`src/rtl/hazard_ctrl_pkg.sv`:
```
// Shared encodings for the hazard controller: forwarding selects, scoreboard
// stage indices and the hard-wired zero register.
package hazard_ctrl_pkg;

  typedef enum logic [1:0] {
    FWD_REGFILE = 2'd0,
    FWD_EX      = 2'd1,
    FWD_MEM     = 2'd2,
    FWD_WB      = 2'd3
  } fwd_sel_e;

  localparam int STAGE_EX  = 0;
  localparam int STAGE_MEM = 1;
  localparam int STAGE_WB  = 2;

  localparam logic [4:0] NO_REG = 5'd0;

endpackage

```
`src/rtl/hazard_fwd_sel.sv`:
```
// Match one ID source register against the EX/MEM/WB scoreboard; returns the
// youngest-producer forwarding select and whether that source hits a pending load.
module hazard_fwd_sel
  import hazard_ctrl_pkg::*;
(
  input  logic        id_valid_i,
  input  logic        rs_ena_i,
  input  logic [4:0]  rs_addr_i,
  input  logic [2:0]  vld_i,
  input  logic [14:0] rd_i,
  input  logic [1:0]  ld_i,
  output logic [1:0]  sel_o,
  output logic        lu_o
);

  logic [2:0] match;
  fwd_sel_e   sel;

  always_comb begin
    for (int s = 0; s < 3; s++) begin
      match[s] = id_valid_i & rs_ena_i & (rs_addr_i != NO_REG) & vld_i[s] &
                 (rd_i[s*5 +: 5] == rs_addr_i);
    end
  end

  // Load data only exists once the load reaches WB, so EX/MEM hits are hazards.
  assign lu_o = (match[STAGE_EX] & ld_i[STAGE_EX]) | (match[STAGE_MEM] & ld_i[STAGE_MEM]);

  always_comb begin
    sel = FWD_REGFILE;
    if (match[STAGE_EX])       sel = FWD_EX;
    else if (match[STAGE_MEM]) sel = FWD_MEM;
    else if (match[STAGE_WB])  sel = FWD_WB;
  end

  assign sel_o = sel;

endmodule

```
`src/rtl/hazard_ctrl.sv`:
```
// Hazard controller beside id_stage: tracks in-flight destinations in EX/MEM/WB,
// drives stall/bubble/flush and operand-forwarding selects, counts stall cycles.
module hazard_ctrl
  import hazard_ctrl_pkg::*;
#(
  parameter int STAGES = 3,
  parameter int CNT_W  = 32
) (
  input  logic             clk,
  input  logic             rst,
  input  logic             id_valid,
  input  logic             id_rs1_ena,
  input  logic [4:0]       id_rs1_addr,
  input  logic             id_rs2_ena,
  input  logic [4:0]       id_rs2_addr,
  input  logic             id_rd_ena,
  input  logic [4:0]       id_rd_addr,
  input  logic             id_is_load,
  input  logic             ex_redirect,
  input  logic             mem_stall,
  output logic             if_stall,
  output logic             id_stall,
  output logic             ex_bubble,
  output logic             if_id_flush,
  output logic [1:0]       fwd_rs1_sel,
  output logic [1:0]       fwd_rs2_sel,
  output logic [CNT_W-1:0] stall_cnt
);

  logic [STAGES-1:0]      vld_q, vld_d;
  logic [STAGES-1:0][4:0] rd_q, rd_d;
  // The load flag is only consulted in EX and MEM; WB data is always forwardable.
  logic [1:0]             ld_q, ld_d;
  logic [CNT_W-1:0]       cnt_q, cnt_d;

  logic [1:0] sel1, sel2;
  logic       lu1, lu2, lu;

  hazard_fwd_sel u_fwd_rs1 (
    .id_valid_i (id_valid),
    .rs_ena_i   (id_rs1_ena),
    .rs_addr_i  (id_rs1_addr),
    .vld_i      (vld_q),
    .rd_i       (rd_q),
    .ld_i       (ld_q),
    .sel_o      (sel1),
    .lu_o       (lu1)
  );

  hazard_fwd_sel u_fwd_rs2 (
    .id_valid_i (id_valid),
    .rs_ena_i   (id_rs2_ena),
    .rs_addr_i  (id_rs2_addr),
    .vld_i      (vld_q),
    .rd_i       (rd_q),
    .ld_i       (ld_q),
    .sel_o      (sel2),
    .lu_o       (lu2)
  );

  assign lu = lu1 | lu2;

  always_comb begin
    if_stall    = 1'b0;
    id_stall    = 1'b0;
    ex_bubble   = 1'b0;
    if_id_flush = 1'b0;
    if (rst) begin
      // all controls held low
    end else if (mem_stall) begin
      if_stall = 1'b1;
      id_stall = 1'b1;
    end else if (ex_redirect) begin
      if_id_flush = 1'b1;
      ex_bubble   = 1'b1;
    end else if (lu) begin
      if_stall  = 1'b1;
      id_stall  = 1'b1;
      ex_bubble = 1'b1;
    end
  end

  assign fwd_rs1_sel = (rst | lu) ? FWD_REGFILE : sel1;
  assign fwd_rs2_sel = (rst | lu) ? FWD_REGFILE : sel2;
  assign stall_cnt   = rst ? '0 : cnt_q;

  always_comb begin
    vld_d = vld_q;
    rd_d  = rd_q;
    ld_d  = ld_q;
    if (!mem_stall) begin
      vld_d[STAGE_WB]  = vld_q[STAGE_MEM];
      vld_d[STAGE_MEM] = vld_q[STAGE_EX];
      rd_d[STAGE_WB]   = rd_q[STAGE_MEM];
      rd_d[STAGE_MEM]  = rd_q[STAGE_EX];
      ld_d[STAGE_MEM]  = ld_q[STAGE_EX];
      // Wrong-path and stalled instructions must not claim a destination.
      vld_d[STAGE_EX]  = id_valid & id_rd_ena & (id_rd_addr != NO_REG) & ~ex_redirect & ~lu;
      rd_d[STAGE_EX]   = id_rd_addr;
      ld_d[STAGE_EX]   = id_is_load;
    end
    cnt_d = id_stall ? cnt_q + CNT_W'(1) : cnt_q;
  end

  always_ff @(posedge clk) begin
    if (rst) begin
      vld_q <= '0;
      cnt_q <= '0;
    end else begin
      vld_q <= vld_d;
      cnt_q <= cnt_d;
    end
  end

  // NOTE: payload fields are qualified by vld_q, so they need no reset.
  always_ff @(posedge clk) begin
    rd_q <= rd_d;
    ld_q <= ld_d;
  end

endmodule
```
`config.mk`:
```
export PLATFORM = sky130hd
export DESIGN_NAME = hazard_ctrl
export DESIGN_NICKNAME = d
export VERILOG_FILES = /design/src/rtl/hazard_ctrl_pkg.sv /design/src/rtl/hazard_fwd_sel.sv /design/src/rtl/hazard_ctrl.sv
export SDC_FILE = /design/constraint.sdc
export NUM_CORES = 1
export LEC_CHECK = 0
export CAP_MARGIN = 20
export CORE_MARGIN = 1.5
export CORE_UTILIZATION = 51
export DETAILED_ROUTE_END_ITERATION = 10
export PLACE_DENSITY = 0.91
export SLEW_MARGIN = 20
export SYNTH_ARGS = -nofsm -noshare
export SYNTH_HDL_FRONTEND = slang
export SYNTH_SLANG_ARGS = --single-unit
```
`constraint.sdc`:
```
create_clock -name clk -period 3.7 [get_ports clk]
set_input_delay 0.74 -clock clk [delete_from_list [all_inputs] [get_ports clk]]
set_output_delay 0.74 -clock clk [all_outputs]
set_load 0.05 [all_outputs]
```
==> impl_metrics.ini <==
[clocking]
cts.sinks = 52
htreeDepth = 2
clk_latency_ps = 310
hold_buffers = 0
cts_root_buf = clkbuf_8
cts_buffer_depth = 2
cts_tree = yes
clk_pin_slew_ps = 90
numCtsBuffers = 5

[worst_setup_path]
cp_common_cell = buf_4
path_buf_inv = 5
worstRegToRegCells = 8
path_depth = 12
critical_path_arrival_ps = 2900
reg2reg_slack_ps = 1160
endpoint_kind = primary output
cp_slowest_cell = clkdlybuf4s50_1
critPathMaxStageDelay_ps = 430
r2r-start = rd_q[8]
critPathRequiredTime_ps = 2960
critical-path-top-delay-family = buffers and inverters
crit_fanout = 3
path_class = in2out
crit_path_start = id_rs2_addr[3]
reg2reg_to = cnt_q[31]
crit_chain = clkdlybuf4s50_1 > buf_4 > xnor2_1 > nand4_1 > o32ai_2 > nand2_1 > nand2_1 > buf_4 > buf_4 > nor2_1 > nor3_1 > buf_4
critical_path.endpoint = ex_bubble
startpoint_type = input port

[routing]
viasPerCell = 5.71
drc = 0
dr_total_vias = 2699
drt_iter0_drc = 210
wl_per_cell_um = 16.2
postRouteWirelength_mm = 7.65
ant_nets = 0
firstDrtPassIters = 4

[global_routing]
grt_usage_pct = 25.0
antenna_found_initial = 0
globalRouteOverflowTotal = 0
use_met3_pct = 4.02
grt_max_degree = 39
grt_busiest_layer = met2
grt_pass1_vias = 2548
use_met1_pct = 31.9
grtUsageMet2_pct = 42.7
grt_pass1_wl_mm = 12.1

[timing]
tightest_slew_ps = 504
period_needed_ps = 3640
clock_skew_ps = 5.15
maxSlewHeadroom_pct = 65.6
post-route-period-util_pct = 98.3
fmax_mhz = 275
setup_viol = 0
drv_slew = 0
finalHoldViolCount = 0
hold_slack_ps = 507

[finish]
stdcell_count = 473
antenna_cells = 0
syn2layout_area_growth_pct = 33.2
layout.nets = 425
drive_gt1_share_pct = 17.0

[floorplanning]
die_x_um = 79.2
row_count = 27
start_util_pct = 53.4
die_h_um = 79.2
fp.dieArea_mm2 = 0.00627
ioPinCount = 64
core_region_area_mm2 = 0.00554

[status]
status = complete, no violations

[logic_synthesis]
synth_edf_count = 17
yosys.area.top_type = dfxtp_1
synthTopCellsByArea = dfxtp_1 24%, edfxtp_1 17%, xnor2_1 8.0%
muxShareOfSynthArea_pct = 6.51
synthFlopType = dfxtp_1
async_flop_share_pct = 0
synth_compound_area_share_pct = 8.42
synth-seq-cells = 52
yosysTopAreaCellShare_pct = 23.7
synth_nets = 350
synth_warnings = 0
synth_fa_ha_area_share_pct = 0.423
synth_top_family_by_area = simple AND/OR/NAND/NOR gates
syn_inst = 325
synth-simple-area-share_pct = 29.3
avgSynthCellArea_um2 = 9.10
synth_area_mm2 = 0.00296
yosysUniqueCellTypes = 38
synth_common_cells = 35 x dfxtp_1, 35 x nor2_1, 29 x nor2b_1
synth_xor_area_share_pct = 10.4
ys_seq_area_share_pct = 40.9

[placement]
dp_cells = 462
dp_hpwl_mm = 5.59
gp_congestion = 0.937
port_buffers = 63

[run]
max-cap-violations = 0

[pwr]
peakVddDrop_uv = 262
p_per_area_mw_per_mm2 = 292
p_leak_nw = 1.44

[worst_hold_path]
min-delay-start = cnt_q[6]
hp-class = reg2reg
[where the power goes]
| part | leakage [nW] | switching (W) | internal (W) |
|---|---|---|---|
| logic | 0.942 | 0.0000851 | 0.0000751 |
| registers | 0.449 | 0.0000175 | 0.000608 |
| clock network | 0.0506 | 0.000188 | 0.000176 |
[sequential cells by signal (all words and copies together) (netlist names)]
signal  cells
ld_q        2
vld_q       3
cnt_q      32
rd_q       15
[placed cells by master (no fill, tap or decap), drive strengths merged, types with 2 or more instances in the layout]
master,n
and2,4
nor2b,29
edfxtp,17
nand4,17
buf,33
mux2i,2
clkbuf,8
or3,13
nand2,13
xor2,8
dfxtp,35
dlymetal6s2s,5
nor3,12
a2111oi,3
inv,5
nand3,15
mux2,15
o21ai,13
and4,2
nor4,2
clkdlybuf4s50,50
and3,11
xnor2,27
o211ai,4
a21oi,14
or4,3
nor2,36
[routing by layer]
| metal | vias to the layer above | routed length (um) |
|---|---|---|
| li1 | 1293 | - |
| met1 | 1307 | 3400 |
| met2 | 86 | 3750 |
| met3 | 13 | 388 |
| met4 | 0 | 119 |
| met5 | - | 0 |
[worst min path at each step]
stage,end,slack [ps],cells past startpoint
floorplan,vld_q[0],460,2
detailed placement,cnt_q[6],490,2
finish,cnt_q[6],510,2
global route,cnt_q[21],530,2
global placement,cnt_q[25],470,2
CTS,cnt_q[6],500,2
[through the flow]
stage,utilization (%),TNS [ps],setup slack [ps],area (um2),power (W)
floorplan,-,-495,-247,2960,0.000724
global placement,68.3,-7.60,-4.21,3780,0.000788
detailed placement,68.3,-115,-59.1,3780,0.000792
CTS,70.2,0,20.8,3890,0.00115
global route,71.1,-6.31,-6.31,3940,0.00118
finish,71.1,0,62.3,3940,0.00115
[cell type report]
class | instances | area (um2)
Timing Repair Buffer | 88 | 871
Sequential cell | 52 | 1210
Fill cell | 431 | 1600
Multi-Input combinational cell | 248 | 1650
Clock buffer | 8 | 101
Inverter | 5 | 18.8
Tap cell | 72 | 90.1
[logic make-up (layout without fill, tap and decap cells)]
family,after synthesis,in the layout
and+or+nand+nor,158,158
DFF,52,52
AOI/OAI and AO/OA,37,37
xor gates and xnor gates,35,35
buffers and inverters,25,101
muxes,17,17
adders and majority gates,1,1
[worst min-delay path: stages (launching register included)]
cell     delay (ps)
dfxtp_1         330
o21ai_0          70
a21oi_1          60
[timing repair]
action                                  CTS  global route
buffers inserted                          0             3
gates resized for setup                   3             7
hold endpoints to repair                  0             0
endpoints found under the setup margin    3             6
pin swaps                                 1             9
No activity file was read; power rests on OpenSTA's default activity.
